## src/rtl/asteroid_pkg.sv

```systemverilog
// asteroid_pkg: shared screen geometry and asteroid speed encoding
package asteroid_pkg;
    localparam int COORD_W  = 10;
    localparam int SCREEN_W = 640;
    localparam int SCREEN_H = 480;
    localparam int SPEED_W  = 3;

    typedef logic [SPEED_W-1:0] speed_t;

    // two RNG bits pick 0..3, biased up so every asteroid moves 1..4 pixels per frame
    function automatic speed_t rand_speed(input logic [1:0] r);
        return {1'b0, r} + speed_t'(1);
    endfunction
endpackage

```

## src/rtl/asteroid_spawner_if.sv

```systemverilog
// asteroid_spawner_if: fire/hit event inputs and slot state outputs of the asteroid spawner
interface asteroid_spawner_if #(
    parameter int NUM_SLOTS = 8,
    parameter int COORD_W   = asteroid_pkg::COORD_W
);
    logic                         fire_in;
    logic [15:0]                  rand_in;
    logic                         frame_tick;
    logic                         hit_valid;
    logic [3:0]                   hit_slot;
    logic [NUM_SLOTS-1:0]         ast_active;
    logic [NUM_SLOTS*COORD_W-1:0] ast_x;
    logic [NUM_SLOTS*COORD_W-1:0] ast_y;
    logic                         spawn_ack;
    logic [7:0]                   drop_count;

    modport master (
        output fire_in, rand_in, frame_tick, hit_valid, hit_slot,
        input  ast_active, ast_x, ast_y, spawn_ack, drop_count
    );

    modport slave (
        input  fire_in, rand_in, frame_tick, hit_valid, hit_slot,
        output ast_active, ast_x, ast_y, spawn_ack, drop_count
    );
endinterface

```

## src/rtl/asteroid_spawner_free_slot_finder.sv

```systemverilog
// free_slot_finder: index of the lowest clear bit in a busy mask, plus an any-free flag
module free_slot_finder #(
    parameter int N = 8,
    parameter int W = $clog2(N)
) (
    input  logic [N-1:0] busy,
    output logic [W-1:0] idx,
    output logic         any_free
);
    // scan from the top down so the lowest free index is the last one written
    always_comb begin
        idx      = '0;
        any_free = 1'b0;
        for (int k = N - 1; k >= 0; k--) begin
            if (!busy[k]) begin
                idx      = W'(k);
                any_free = 1'b1;
            end
        end
    end
endmodule

```

## src/rtl/asteroid_spawner.sv

```systemverilog
// asteroid_spawner: asteroid slot pool filled by fire edges, advanced per frame, freed on exit or hit
module asteroid_spawner #(
    parameter int NUM_SLOTS = 8,
    parameter int COORD_W   = asteroid_pkg::COORD_W,
    parameter int SCREEN_W  = asteroid_pkg::SCREEN_W,
    parameter int SCREEN_H  = asteroid_pkg::SCREEN_H
) (
    input logic               clk,
    input logic               rst,
    asteroid_spawner_if.slave bus
);
    import asteroid_pkg::*;

    localparam int SLOT_W = $clog2(NUM_SLOTS);

    logic [NUM_SLOTS-1:0] active;
    logic [COORD_W-1:0]   x [NUM_SLOTS];
    logic [COORD_W-1:0]   y [NUM_SLOTS];
    speed_t               speed [NUM_SLOTS];
    logic [COORD_W:0]     ny [NUM_SLOTS];
    logic                 spawn_ack;
    logic [7:0]           drop_count;
    logic                 fire_q;
    logic                 fire_rise;
    logic [SLOT_W-1:0]    free_idx;
    logic                 any_free;
    logic [SLOT_W-1:0]    hit_idx;
    logic [9:0]           rx;
    logic [COORD_W-1:0]   spawn_x;
    logic                 unused_bits;

    free_slot_finder #(.N(NUM_SLOTS), .W(SLOT_W)) finder (
        .busy    (active),
        .idx     (free_idx),
        .any_free(any_free)
    );

    assign fire_rise   = bus.fire_in & ~fire_q;
    assign hit_idx     = bus.hit_slot[SLOT_W-1:0];
    assign rx          = bus.rand_in[9:0];
    // a single fold is enough: the largest 10-bit value minus the width is already on screen
    assign spawn_x     = COORD_W'(rx < 10'(SCREEN_W) ? rx : rx - 10'(SCREEN_W));
    assign unused_bits = ^{bus.rand_in[15:12], bus.hit_slot};

    // next y of every slot, one bit wider so the exit compare cannot wrap
    always_comb begin
        for (int k = 0; k < NUM_SLOTS; k++) begin
            ny[k] = {1'b0, y[k]} + (COORD_W + 1)'(speed[k]);
        end
    end

    // pool update: a spawn claims a slot free at the start of the cycle, hits beat frame advance
    always_ff @(posedge clk or negedge rst) begin
        if (!rst) begin
            active     <= '0;
            fire_q     <= 1'b0;
            spawn_ack  <= 1'b0;
            drop_count <= '0;
            for (int k = 0; k < NUM_SLOTS; k++) begin
                x[k]     <= '0;
                y[k]     <= '0;
                speed[k] <= '0;
            end
        end else begin
            fire_q    <= bus.fire_in;
            spawn_ack <= fire_rise & any_free;
            if (fire_rise && !any_free && drop_count != 8'hFF) begin
                drop_count <= drop_count + 8'd1;
            end
            for (int k = 0; k < NUM_SLOTS; k++) begin
                if (fire_rise && any_free && free_idx == SLOT_W'(k)) begin
                    active[k] <= 1'b1;
                    x[k]      <= spawn_x;
                    y[k]      <= '0;
                    speed[k]  <= rand_speed(bus.rand_in[11:10]);
                end else if (active[k] && ((bus.hit_valid && hit_idx == SLOT_W'(k)) ||
                             (bus.frame_tick && ny[k] >= (COORD_W + 1)'(SCREEN_H)))) begin
                    active[k] <= 1'b0;
                    y[k]      <= '0;
                end else if (active[k] && bus.frame_tick) begin
                    y[k] <= ny[k][COORD_W-1:0];
                end
            end
        end
    end

    assign bus.ast_active = active;
    assign bus.spawn_ack  = spawn_ack;
    assign bus.drop_count = drop_count;

    for (genvar s = 0; s < NUM_SLOTS; s++) begin : g_out
        assign bus.ast_x[s*COORD_W +: COORD_W] = x[s];
        assign bus.ast_y[s*COORD_W +: COORD_W] = y[s];
    end
endmodule
```

## src/flat_wrapper.sv

```systemverilog
// flat-port wrapper written by rule: the top's interface ports become plain ports
module asteroid_spawner_flat import asteroid_pkg::*;
#(
    parameter int NUM_SLOTS = 8,
    parameter int COORD_W   = asteroid_pkg::COORD_W,
    parameter int SCREEN_W  = asteroid_pkg::SCREEN_W,
    parameter int SCREEN_H  = asteroid_pkg::SCREEN_H
)
  (clk, rst, bus_fire_in, bus_rand_in, bus_frame_tick, bus_hit_valid, bus_hit_slot, bus_ast_active, bus_ast_x, bus_ast_y, bus_spawn_ack, bus_drop_count);
  asteroid_spawner_if #(.NUM_SLOTS(NUM_SLOTS), .COORD_W(COORD_W)) bus_i ();
  input logic clk;
  input logic rst;
  input wire logic [$bits(bus_i.fire_in)-1:0] bus_fire_in;
  input wire logic [$bits(bus_i.rand_in)-1:0] bus_rand_in;
  input wire logic [$bits(bus_i.frame_tick)-1:0] bus_frame_tick;
  input wire logic [$bits(bus_i.hit_valid)-1:0] bus_hit_valid;
  input wire logic [$bits(bus_i.hit_slot)-1:0] bus_hit_slot;
  output wire logic [$bits(bus_i.ast_active)-1:0] bus_ast_active;
  output wire logic [$bits(bus_i.ast_x)-1:0] bus_ast_x;
  output wire logic [$bits(bus_i.ast_y)-1:0] bus_ast_y;
  output wire logic [$bits(bus_i.spawn_ack)-1:0] bus_spawn_ack;
  output wire logic [$bits(bus_i.drop_count)-1:0] bus_drop_count;
  assign bus_i.fire_in = bus_fire_in;
  assign bus_i.rand_in = bus_rand_in;
  assign bus_i.frame_tick = bus_frame_tick;
  assign bus_i.hit_valid = bus_hit_valid;
  assign bus_i.hit_slot = bus_hit_slot;
  assign bus_ast_active = bus_i.ast_active;
  assign bus_ast_x = bus_i.ast_x;
  assign bus_ast_y = bus_i.ast_y;
  assign bus_spawn_ack = bus_i.spawn_ack;
  assign bus_drop_count = bus_i.drop_count;
  asteroid_spawner #(.NUM_SLOTS(NUM_SLOTS), .COORD_W(COORD_W), .SCREEN_W(SCREEN_W), .SCREEN_H(SCREEN_H)) u_core (.clk(clk), .rst(rst), .bus(bus_i));
endmodule
```

## config.mk

```make
export PLATFORM = sky130hd
export DESIGN_NAME = asteroid_spawner_flat
export DESIGN_NICKNAME = d
export VERILOG_FILES = /design/src/rtl/asteroid_pkg.sv /design/src/rtl/asteroid_spawner_if.sv /design/src/rtl/asteroid_spawner_free_slot_finder.sv /design/src/rtl/asteroid_spawner.sv /design/src/flat_wrapper.sv
export SDC_FILE = /design/constraint.sdc
export NUM_CORES = 1
export LEC_CHECK = 0
export ABC_AREA = 1
export CAP_MARGIN = 5
export CORE_MARGIN = 3
export CORE_UTILIZATION = 30
export CTS_BUF_LIST = sky130_fd_sc_hd__clkbuf_4 sky130_fd_sc_hd__clkbuf_8
export DETAILED_ROUTE_END_ITERATION = 7
export HOLD_SLACK_MARGIN = 0.15
export MAX_ROUTING_LAYER = met4
export PLACE_DENSITY_LB_ADDON = 0.1
export SLEW_MARGIN = 15
export SYNTH_ARGS = -nofsm -noshare
export SYNTH_HDL_FRONTEND = slang
export SYNTH_HIERARCHICAL = 1
export SYNTH_SLANG_ARGS = --single-unit
export TNS_END_PERCENT = 30
```

## constraint.sdc

```tcl
create_clock -name clk -period 2.5 [get_ports clk]
set_input_delay 0.375 -clock clk [delete_from_list [all_inputs] [get_ports clk]]
set_output_delay 0.375 -clock clk [all_outputs]
set_load 0.01 [all_outputs]
```

# After elaboration in Yosys (flattened, before gate mapping)
# Index checks and enable logic that the tools add are counted.
[word_totals] regBits=202 latch_bits=0 ram_bits=0 mem_bits_ro=0 in_bits=25 out_inout_bits=177 elab_cells=200 n_memories=0
[classes] addsub=11 mul=0 div=0 magnitude_cmp=9 eq_ne=15 n_shift=0 mux=57 bitwise_logic=3 reduce_logical=70
[op_table] operator="$mux 10" count=25
[op_table] operator="$add 10x3->11" count=8
[op_table] operator="$ge 11x9->1 const B" count=8
[op_table] operator="$logic_and 1x1->1" count=43
[op_table] operator="$eq 3x3->1 const B" count=8
[op_table] operator="$mux 1" count=24
[op_table] operator="$mux 3" count=8
[op_table] operator="$reduce_bool 3->1" count=8
[op_table] operator="$reduce_bool 2->1" count=8
[op_table] operator="$eq 3x2->1 const B" count=4
[op_table] operator="$lt 10x10->1 const B" count=1
[op_table] operator="$sub 10x10->10 const B" count=1
[op_table] operator="$add 8x1->8 const B" count=1
[op_table] operator="$logic_or 1x1->1" count=8
[op_table] operator="$ne 8x8->1 const B" count=1
[op_table] operator="$eq 3x1->1 const B" count=2
[op_table] operator="$logic_not 3->1" count=2
[op_table] operator="$add 2x1->3 const B" count=1
[op_table] operator="$and 1x1->1" count=2
[op_table] operator="$logic_not 1->1" count=1
[op_table] operator="$not 1->1" count=1

# Depth between registers and ports, before layout
# Gate-level depths: netlist (run 1).
[depth] depth_word=11 ltp_mapped=18 depth_no_buf=18

# By module
# Netlist (run 1), hierarchy kept.
[by_module_without_submodules] module="asteroid_spawner" instances=1 cells_each=1242 area_per_inst_um2=10281.1 seq_area_each_um2=5054.8
[by_module_without_submodules] module="free_slot_finder" instances=1 cells_each=18 area_per_inst_um2=78.8 seq_area_each_um2=0.0

# Least setup slack after synthesis (run 1)
# Ideal clock, no wire load.
[synth_timing] path_type="reg-to-reg" start="reg u_core.y (netlist bit u_core/bus.ast_y[20])" end="reg u_core.active[2] (netlist: u_core/bus.ast_active[2])" setup_ns=0.126 arrival_ns=1.865 required_time_ns=2.374 setup_slack_ns=0.508 stages_incl_launch_ff=16 n_path_buf=0 period_less_slack_ns=1.992 path_cell_list="dfrtp_1 ha_1 inv_1 fa_1 inv_1 nand2_1 nand2_1 nand2_1 nor2_1 nor2_1 nor2_1 nor2_4 nand2_2 nand2_1 nand2_1 nand2_1"
[synth_between] elab_chain_len=6
[synth_rtl] item="start: declaration" line_no="asteroid_spawner.sv:18" source="logic [COORD_W-1:0] y [NUM_SLOTS];"
[synth_rtl] item="start signal: indexed assignment" line_no="asteroid_spawner.sv:81" source="y[k] <= ny[k][COORD_W-1:0];"
[synth_rtl] item="$add 10x3->11" line_no="asteroid_spawner.sv:48" source="ny[k] = {1'b0, y[k]} + (COORD_W + 1)'(speed[k]);"
[synth_rtl] item="$ge 11x9->1" line_no="asteroid_spawner.sv:77" source="(bus.frame_tick && ny[k] >= (COORD_W + 1)'(SCREEN_H)))) begin"
[synth_rtl] item="$logic_and 1x1->1" line_no="asteroid_spawner.sv:77"
[synth_rtl] item="$logic_or 1x1->1" line_no="asteroid_spawner.sv:76" source="end else if (active[k] && ((bus.hit_valid && hit_idx == SLOT_W'(k)) ||"
[synth_rtl] item="$logic_and 1x1->1" line_no="asteroid_spawner.sv:76"
[synth_rtl] item="$reduce_bool 2->1 (no source line)"
[synth_rtl] item="end signal: assignment" line_no="asteroid_spawner.sv:55" source="active <= '0;"
[synth_rtl] item="end signal: indexed assignment" line_no="asteroid_spawner.sv:72" source="active[k] <= 1'b1;"
[synth_rtl] item="end signal: indexed assignment" line_no="asteroid_spawner.sv:78" source="active[k] <= 1'b0;"
[synth_rtl] item="end: declaration" line_no="asteroid_spawner.sv:16" source="logic [NUM_SLOTS-1:0] active;"
# Every way passes these cells.
# A chain may end at the register's enable or synchronous reset.

# Worst setup path after layout (run 1)
[layout_timing] start="reg u_core.y (netlist bit u_core/bus.ast_y[0])" end="reg u_core.active[0] (netlist: u_core/bus.ast_active[0])"
# The elaborated chain is that of the path after synthesis.

==> metrics.cfg, run 1 <==
[outcome]
outcome = complete, no violations

[placed_design]
portBuffers = 196
pre_cts_ws_ns = 0.175
finalWeightedCongestion = 0.845
dp_hpwl_um = 23400

[cts]
cts_sinks = 202
postCtsSetupBuffers = 0
cts_root_buf = clkbuf_8
htreeDepth = 2
ctsLongestPathBuffers = 3
cts_buffers = 40
clk_pin_slew_ns = 0.06
clock_latency_ns = 0.55
cts_tree = done

[floorplan]
fp-row-count = 67
die_h_um = 192
core_area_um2 = 33800
initial_core_util = 0.307
die_x_um = 192
dieArea_um2 = 36800
design.portCount = 202

[power_and_ir_drop]
p_leak_nw = 6.62
p_int_mw = 9.20
p_sw_frac = 0.369
power_switching_mw = 5.38
p_per_area_nw_per_um2 = 1050
power_frac_seq = 0.354
ir_worst_vdd_v = 0.000451
totalPowerFinal_mw = 14.6
combPwrFrac = 0.393
clockPowerShare = 0.252

[synth]
synth_edf_count = 0
synth.area.mux_share = 0
synth_warnings = 6
yosysTopAreaCell = dfrtp_1
yosys.area.top_type_share = 0.488
yosys.area_share.xor_xnor = 0.0279
yosysSeqAreaShare = 0.488
syn_inst = 1260
synthAdderAreaFrac = 0.0481
ys_seq_elements = 202
async_flop_share = 1.00
synthTopCellsByCount = nand2_1 (392), dfrtp_1 (202), inv_1 (131)
syn_nets = 1320
synth_compound_area_frac = 0.0937
ys_top_cells_by_area = dfrtp_1 (49%), nand2_1 (14%), o21ai_0 (5.7%)
synth.avg_cell_area_um2 = 8.22
synthMostInstantiatedCell = nand2_1
ys.flop_type = dfrtp_1
synth_top_family_by_area = simple AND/OR/NAND/NOR gates
netlist_area_um2 = 10400
yosys.cell_types.count = 33
synth-simple-area-share = 0.274

[routing]
wl_per_cell_um = 16.6
routed-via-count = 9084
viasPerCell = 4.59
antenna_left = 0
first_iter_violations = 457
drt-total-wl_um = 32900
first_pass_iters = 5
remaining_drc_errors = 0

[cells_and_area]
multi_input_area_um2 = 4630
areaGrowthSynthToFinish_pct = 34.1
register_area_um2 = 5050
nFillCells = 3423
layout-drive-gt1-share = 0.100
layout.nets = 1555

[timing]
maxSlewHeadroom = 0.532
finalCriticalPeriod_ns = 2.25
finalSetupViolations = 0
clock_skew_ns = 0.0258
hold_viol_final = 0
maxSlewViolCount = 0
fin_tns_setup_ns = 0
tightest_slew_ns = 0.702
setup_slack_ns = 0.253
min_period_over_period = 0.899
max_freq_mhz = 445
rsz0062_at_grt = no

[setup_path]
r2r_cells = 15
required_ns = 2.93
crit_fanout = 7
endpoint_kind = flop
worstPathArrival_ns = 2.68
crit_type = reg2reg
start_kind = flop

[grt]
first_global_vias = 9025
antenna_found_initial = 7
grt_start_max_net_pins = 70
globalRouteOverflowTotal = 0
grt_pass1_wl_um = 51500
track_usage = 0.186

[worst_hold_path]
hold_class = in2async

[job]
maxCapViolations = 0

## worst max-delay path, stage by stage (launching register included)
cell and delay (ns):
dfrtp_1 0.38, ha_1 0.20, inv_1 0.06, fa_1 0.40, inv_1 0.07, nand2_1 0.05
nand2_1 0.12, nand2_1 0.08, nand2_1 0.07, nand3_1 0.09, nor2_1 0.10, nand2_1 0.19
nand2_2 0.17, nand2_1 0.06, nand2_1 0.06, nand2_1 0.04
## final timing paths
| kind | start | end | slack [ns] |
|---|---|---|---|
| worst max-delay path | u_core/bus.ast_y[0]$_DFFE_PN0P_ | u_core/bus.ast_active[0]$_DFFE_PN0P_ | 0.25 |
| worst min-delay path | rst | u_core/bus.ast_y[2]$_DFFE_PN0P_ | 0.40 |
| worst max register to register | u_core/bus.ast_y[0]$_DFFE_PN0P_ | u_core/bus.ast_active[0]$_DFFE_PN0P_ | 0.25 |
| worst min register to register | u_core/bus.ast_x[1]$_DFFE_PN0P_ | u_core/bus.ast_x[1]$_DFFE_PN0P_ | 0.48 |
| max in group asynchronous | rst | u_core/bus.ast_x[35]$_DFFE_PN0P_ | 1.35 |
| min in group clk | bus_fire_in | u_core/fire_q$_DFF_PN0_ | 0.40 |
## per-stage QoR
step	hold slack (ns)	cell area, um2	instances	util
after floorplan	0.0794	10400	1260	-
after detailed placement	0.393	12900	1900	0.383
after global placement	0.389	12900	1900	0.383
after CTS	0.362	13800	1974	0.410
after global routing	0.387	13900	1977	0.411
final	0.396	13900	1979	0.411
## power groups by stage
stage / clock network (mW) / logic (mW) / registers (mW)
finish: 3.68 / 5.73 / 5.17
global route: 3.96 / 6.47 / 5.32
CTS: 3.82 / 5.83 / 5.19
detailed placement: 0 / 5.80 / 5.22
global placement: 0 / 5.75 / 5.21
floorplan: 0 / 2.63 / 5.44
## registers in the layout (all words and copies together) (netlist names)
signal / flops
u_core/fire_q: 1
u_core/speed: 24
u_core/bus.ast_x: 80
u_core/bus.spawn_ack: 1
u_core/bus.ast_active: 8
u_core/bus.drop_count: 8
u_core/bus.ast_y: 80
## what timing repair did
action / in CTS / in global routing
resized for setup: 0 / 6
setup endpoints to repair: 0 / 15
hold buffers: 1 / 0
endpoints found under the hold margin: 64 / 0
## per-layer routing
layer / vias up / wire [um] / share of wire / global-route usage
met2: 221 / 14700 / 0.45 / 0.283
met4: 0 / 895 / 0.027 / 0.0621
met1: 4248 / 15400 / 0.47 / 0.249
li1: 4554 / - / - / -
met5: - / 0 / 0 / -
met3: 61 / 1910 / 0.058 / 0.0365
## logic make-up (layout without fill, tap and decap cells)
group / count (synthesis) / in the layout
adder cells (fa/ha/maj): 35 / 35
buffers and inverters: 167 / 433
AO/OA/AOI/OAI: 181 / 181
flip-flops: 202 / 202
AND/OR/NAND/NOR: 642 / 642
other: 0 / 5
XOR/XNOR: 33 / 33
## cell type report
| type | count | area share |
|---|---|---|
| Sequential cell | 202 | 0.364 |
| Multi-Input combinational cell | 891 | 0.333 |
| Timing Repair Buffer | 229 | 0.162 |
| Clock buffer | 67 | 0.0596 |
| Tap cell | 448 | 0.0404 |
| Inverter | 131 | 0.0354 |
| Clock inverter | 6 | 0.00450 |
| Antenna cell | 5 | 0.000901 |
## cell usage in the layout (no fill, tap or decap), drive strengths merged
| cell | instances |
|---|---|
| xnor2 | 7 |
| and2 | 12 |
| buf | 33 |
| nor3 | 6 |
| inv | 131 |
| dlygate4sd3 | 1 |
| clkbuf | 67 |
| dfrtp | 202 |
| bufinv | 1 |
| nand4 | 32 |
| xor2 | 26 |
| clkinvlp | 3 |
| nand3 | 101 |
| clkdlybuf4s50 | 195 |
| a21oi | 39 |
| nand3b | 1 |
| o22ai | 5 |
| a21boi | 14 |
| nor2 | 80 |
| clkinv | 2 |
| fa | 8 |
| a31oi | 1 |
| nand2 | 405 |
| diode | 5 |
| ha | 27 |
| or2 | 5 |
| o21ai | 122 |
No activity file was read; power rests on OpenSTA's default activity.
==> run 2: changes to the inputs <==
- clock period: 2.5 -> 2 ns (I/O delays scaled with it)
==> metrics.cfg, run 2 (synthesized netlist as in run 1, its figures left out) <==
[outcome]
outcome = finished with violations  ; was complete, no violations
violations = setup timing

[routing]
wl_per_cell_um = 16.6  ; about the same
first_iter_violations = 537  ; was 457
remaining_drc_errors = 0  ; unchanged
first_pass_iters = 5  ; unchanged
viasPerCell = 4.61  ; was 4.59
routed-via-count = 9776  ; was 9084
drt-total-wl_um = 35200  ; was 32900 um
antenna_left = 0  ; unchanged

[timing]
hold_viol_final = 0  ; unchanged
hold_ws_ns = 0.261  ; was 0.396 ns
tightest_slew_ns = 0.663  ; was 0.702 ns
finalCriticalPeriod_ns = 2.01  ; was 2.25 ns
min_period_over_period = 1.01  ; was 0.899
maxSlewHeadroom = 0.557  ; was 0.532
clock_skew_ns = 0.0287  ; was 0.0258 ns
max_freq_mhz = 497  ; was 445 MHz
setup_slack_ns = -0.0118  ; was 0.253 ns
finalSetupViolations = 3  ; was 0
rsz0062_at_grt = yes  ; was no
maxSlewViolCount = 0  ; unchanged

[floorplan]
initial_core_util = 0.307  ; unchanged
fp-row-count = 67  ; unchanged
design.portCount = 202  ; unchanged
die_h_um = 192  ; unchanged
dieArea_um2 = 36800  ; unchanged
core_area_um2 = 33800  ; unchanged
die_x_um = 192  ; unchanged

[cts]
cts_tree = done  ; unchanged
ctsLongestPathBuffers = 3  ; unchanged
clk_pin_slew_ns = 0.06  ; about the same
cts_root_buf = clkbuf_8  ; unchanged
cts_buffers = 40  ; unchanged
htreeDepth = 2  ; unchanged
cts_sinks = 202  ; unchanged
clock_latency_ns = 0.55  ; about the same

[cells_and_area]
final_common_cell = nand2_1  ; unchanged
final_cell_mix = nand2_1 (333), dfrtp_1 (199), clkdlybuf4s50_1 (185)  ; was nand2_1 (391), dfrtp_1 (202), clkdlybuf4s50_1 (195)
nFillCells = 3370  ; was 3423
layout.nets = 1703  ; was 1555
layout-drive-gt1-share = 0.271  ; was 0.100
design_area_um2 = 15800  ; was 13900 um2
fin_util = 0.467  ; was 0.411
areaGrowthSynthToFinish_pct = 52.3  ; was 34.1%

[placed_design]
finalWeightedCongestion = 0.854  ; was 0.845
portBuffers = 196  ; unchanged
dp_hpwl_um = 24900  ; was 23400 um
placed_area_um2 = 13800  ; was 12900 um2

[power_and_ir_drop]
totalPowerFinal_mw = 20.1  ; was 14.6 mW
p_leak_nw = 7.69  ; was 6.62 nW
p_per_area_nw_per_um2 = 1270  ; was 1050 nW/um2
ir_worst_vdd_v = 0.000695  ; was 0.000451 V

[setup_path]
endpoint_kind = flop  ; unchanged
start_kind = flop  ; unchanged
crit_type = reg2reg  ; unchanged
crit_fanout = 4  ; was 7
worstPathArrival_ns = 2.44  ; was 2.68 ns
required_ns = 2.43  ; was 2.93 ns

[grt]
first_global_vias = 9503  ; was 9025
grt_pass1_wl_um = 53400  ; was 51500 um
track_usage = 0.193  ; was 0.186
grt_start_max_net_pins = 50  ; was 70
globalRouteOverflowTotal = 0  ; unchanged
antenna_found_initial = 6  ; was 7

[worst_hold_path]
hold_class = in2async  ; unchanged

[job]
maxCapViolations = 0  ; unchanged

[run 2: worst paths after layout]
path	from	endpoint	slack, ns	cells after the start
max	u_core/bus.ast_y[40]$_DFFE_PN0P_	u_core/bus.ast_active[4]$_DFFE_PN0P_	-0.01	15
min	rst	u_core/bus.ast_y[1]$_DFFE_PN0P_	0.26	2
max reg2reg	u_core/bus.ast_y[40]$_DFFE_PN0P_	u_core/bus.ast_active[4]$_DFFE_PN0P_	-0.01	15
min reg2reg	u_core/bus.ast_x[53]$_DFFE_PN0P_	u_core/bus.ast_x[53]$_DFFE_PN0P_	0.48	2
max in group asynchronous	rst	u_core/bus.ast_x[28]$_DFFE_PN0P_	1.09	3
min in group clk	bus_fire_in	u_core/fire_q$_DFF_PN0_	0.33	1
[run 2: area by class of cell]
cell class | count | area (um2) | share of cell area
multi-input combinational | 895 | 5240 | 0.332
sequential | 202 | 5060 | 0.321
clock inverter | 4 | 25.0 | 0.00159
tap | 448 | 561 | 0.0355
antenna | 2 | 5.00 | 0.000317
inverter | 131 | 504 | 0.0319
timing repair buffer | 373 | 3560 | 0.225
clock buffer | 67 | 828 | 0.0525
[run 2: repair_timing]
item / in CTS / in global routing
setup endpoints to repair: 74 / 102
cloned: 4 / 4
resized for setup: 81 / 161
hold buffers: 1 / 0
buffers inserted: 14 / 22
pin swaps: 45 / 59
hold endpoints to repair: 202 / 0
[run 2: layer usage]
metal  vias up  global-route usage  share of wire
li1       4849                   -              -
met1      4617               0.252           0.44
met2       252               0.311           0.48
met3        58              0.0374          0.058
met4         0              0.0463          0.019
met5         -                   -              0
[run 2: where the power goes]
| part | internal, mW | switching, mW |
|---|---|---|
| Combinational | 4.67 | 4.56 |
| Clock | 2.60 | 1.83 |
| Sequential | 5.39 | 1.04 |
| Total | 12.7 | 7.44 |
[run 2: per-stage QoR]
| step | instances | setup TNS [ns] | setup slack, ns |
|---|---|---|---|
| 6_report | 2122 | -0.0221 | -0.0118 |
| 5_1_grt | 2122 | -8.10 | -0.195 |
| 4_1_cts | 2094 | -0.196 | -0.0335 |
| 3_5_place_dp | 2004 | -5.73 | -0.206 |
| 3_3_place_gp | 2004 | -5.19 | -0.210 |
| 2_1_floorplan | 1260 | 0 | 0.00832 |
[run 2: worst max-delay path, cell delays in order (launching register included)]
cell     delay [ns]
dfrtp_1        0.36
ha_2           0.20
inv_2          0.04
fa_2           0.37
inv_2          0.06
nand2_2        0.04
nand2_2        0.10
nand2_4        0.07
nand2_2        0.08
nand3_2        0.07
nor2_2         0.12
nand2_2        0.08
nand2_2        0.12
nand2_1        0.07
nand2_1        0.06
nand2_1        0.05
==> run 3: changes to the inputs <==
- CAP_MARGIN: 5 -> unset
==> results of run 3 <==
Same layout as run 2: the final DEF is identical, and so are final timing and power.
==> RTL edit: new RTL, settings of run 2 <==
Make the reset (`rst`) synchronous in one clocked block.
--- a/src/rtl/asteroid_spawner.sv
+++ b/src/rtl/asteroid_spawner.sv
@@ -52,3 +52,3 @@
     // pool update: a spawn claims a slot free at the start of the cycle, hits beat frame advance
-    always_ff @(posedge clk or negedge rst) begin
+    always_ff @(posedge clk) begin
         if (!rst) begin
Check against the original RTL: differs if rst is asserted again (counterexample within 4 cycles, from zero or initial values and one cycle with rst low); with rst held inactive, the same outputs for 4 cycles.
==> RTL edit against run 2 <==
The run still ends with negative setup slack left; non-clock buffer count increased by 59; highest routed layer unchanged; sequential cell count unchanged; area after synthesis increased by 0.64%; via count decreased by 10%; clock skew decreased by 0.010 ns; global-route usage decreased by 1.2 points; critical path type unchanged; routed wire length decreased by 5.5%; cell count decreased by 6.5%; setup slack got worse by 0.35 ns; final area increased by 3.1%.
Power is not compared: it rests on default switching activity, and its combinational part moved more than twofold at a synthesized area within 25%.
==> RTL edit: results (changes against run 2) <==
- Status: complete, but fails checks (unchanged)
- Failing checks: negative setup slack (unchanged)
- Slowest stage delay, CP: 0.35 ns (was 0.37 ns)
- Post-synth EDFFs: 184 (was 0)
- Netlist cell types: 41 (was 33)
- Synth Flop Type: edfxtp_1 (was dfrtp_1)
- Non-clk buf share: 24.6% (was 22.5%)
- Mean post-synth cell area: 10.0 µm² (was 8.22 µm²)
- Synth Area in XOR/XNOR: 2.77% (was 2.79%)
- CP startpoint: u_core/y[0][0] (was u_core/bus.ast_y[40])
- Placed cell area: 14,600 µm² (was 13,800 µm²)
- Top post-synthesis cells by area: edfxtp_1 53%, nand2_1 8.1%, nor2_1 5.7% (was dfrtp_1 49%, nand2_1 14%, o21ai_0 5.7%)
- Diodes inserted: 3 (was 2)
- Layout cells sized above 1: 34.2% (was 27.1%)
- DP HPWL: 23,600 µm (was 24,900 µm)
- Nonclk buf count: 432 (was 373)
- DRT Pass-1 Iters: 4 (was 5)
- Initial antenna violation count: 3 (was 6)
- Fraction of registers with async set/reset: 0% (was 100%)
- Vias in the first global route: 8,634 (was 9,503)
- CP endpoint: u_core/y[0][0] (was u_core/bus.ast_active[4])
- Non-clk invs: 134 (was 131)
- Hold Path Class: input port to register (was input port to asynchronous set/reset pin)
- Final worst slack: -0.360 ns (was -0.0118 ns)
- Largest net degree at the start of global routing: 40 (was 50)
- Iter 0 DRT Violations: 413 (was 537)
- Final-layout fill cell count: 3,215 (was 3,370)
- Crit-path slowest cell: edfxtp_1 (was fa_2)
- Clock-cell share: 5.01% (was 5.41%)
- Setup violators final: 158 (was 3)
- Seq cells: 202 (unchanged)
- WL final: 33,200 µm (was 35,200 µm)
- Post-Synth Adder-Cell Area: 4.78% (was 4.81%)
- Rel. slew slack: 66.2% (was 55.7%)
- First-pass GRT wire length: 49,500 µm (was 53,400 µm)
- Final net count: 1,563 (was 1,703)
- Post-synth top cells: 224 x nand2_1, 184 x edfxtp_1, 158 x nor2_1 (was 392 x nand2_1, 202 x dfrtp_1, 131 x inv_1)
- Design Area, Final: 16,300 µm² (was 15,800 µm²)
- Setup Buffers After CTS: 24 (was 14)
- Routed WL per cell: 16.8 µm (was 16.6 µm)
- Synth Area in Compound Gates: 2.05% (was 9.37%)
-- RTL edit: power by group through the flow --
stage | Sequential, W | Combinational (W) | Clock [W]
after global placement | 0.00504 | 0.00156 | 0
final | 0.00495 | 0.00170 | 0.00427
after floorplan | 0.00511 | 0.000539 | 0
after global routing | 0.00498 | 0.00184 | 0.00462
after CTS | 0.00495 | 0.00164 | 0.00443
after detailed placement | 0.00504 | 0.00156 | 0
-- RTL edit: per-stage QoR --
stage	power, W	utilization [%]	TNS, ns
2_1_floorplan	0.00564	-	-35.45
3_3_place_gp	0.00660	43.1	-50.06
3_5_place_dp	0.00660	43.1	-54.27
4_1_cts	0.0110	46.6	-30.93
5_1_grt	0.0114	48.0	-62.12
6_report	0.0109	48.0	-33.28
-- RTL edit: metal layers --
layer | vias to the layer above | global-route usage (%) | part of all wire (%)
li1 | 4408 | - | -
met5 | - | - | 0
met4 | 0 | 6.44 | 3.6
met2 | 228 | 28.5 | 46
met1 | 4078 | 22.6 | 44
met3 | 66 | 4.58 | 6.4
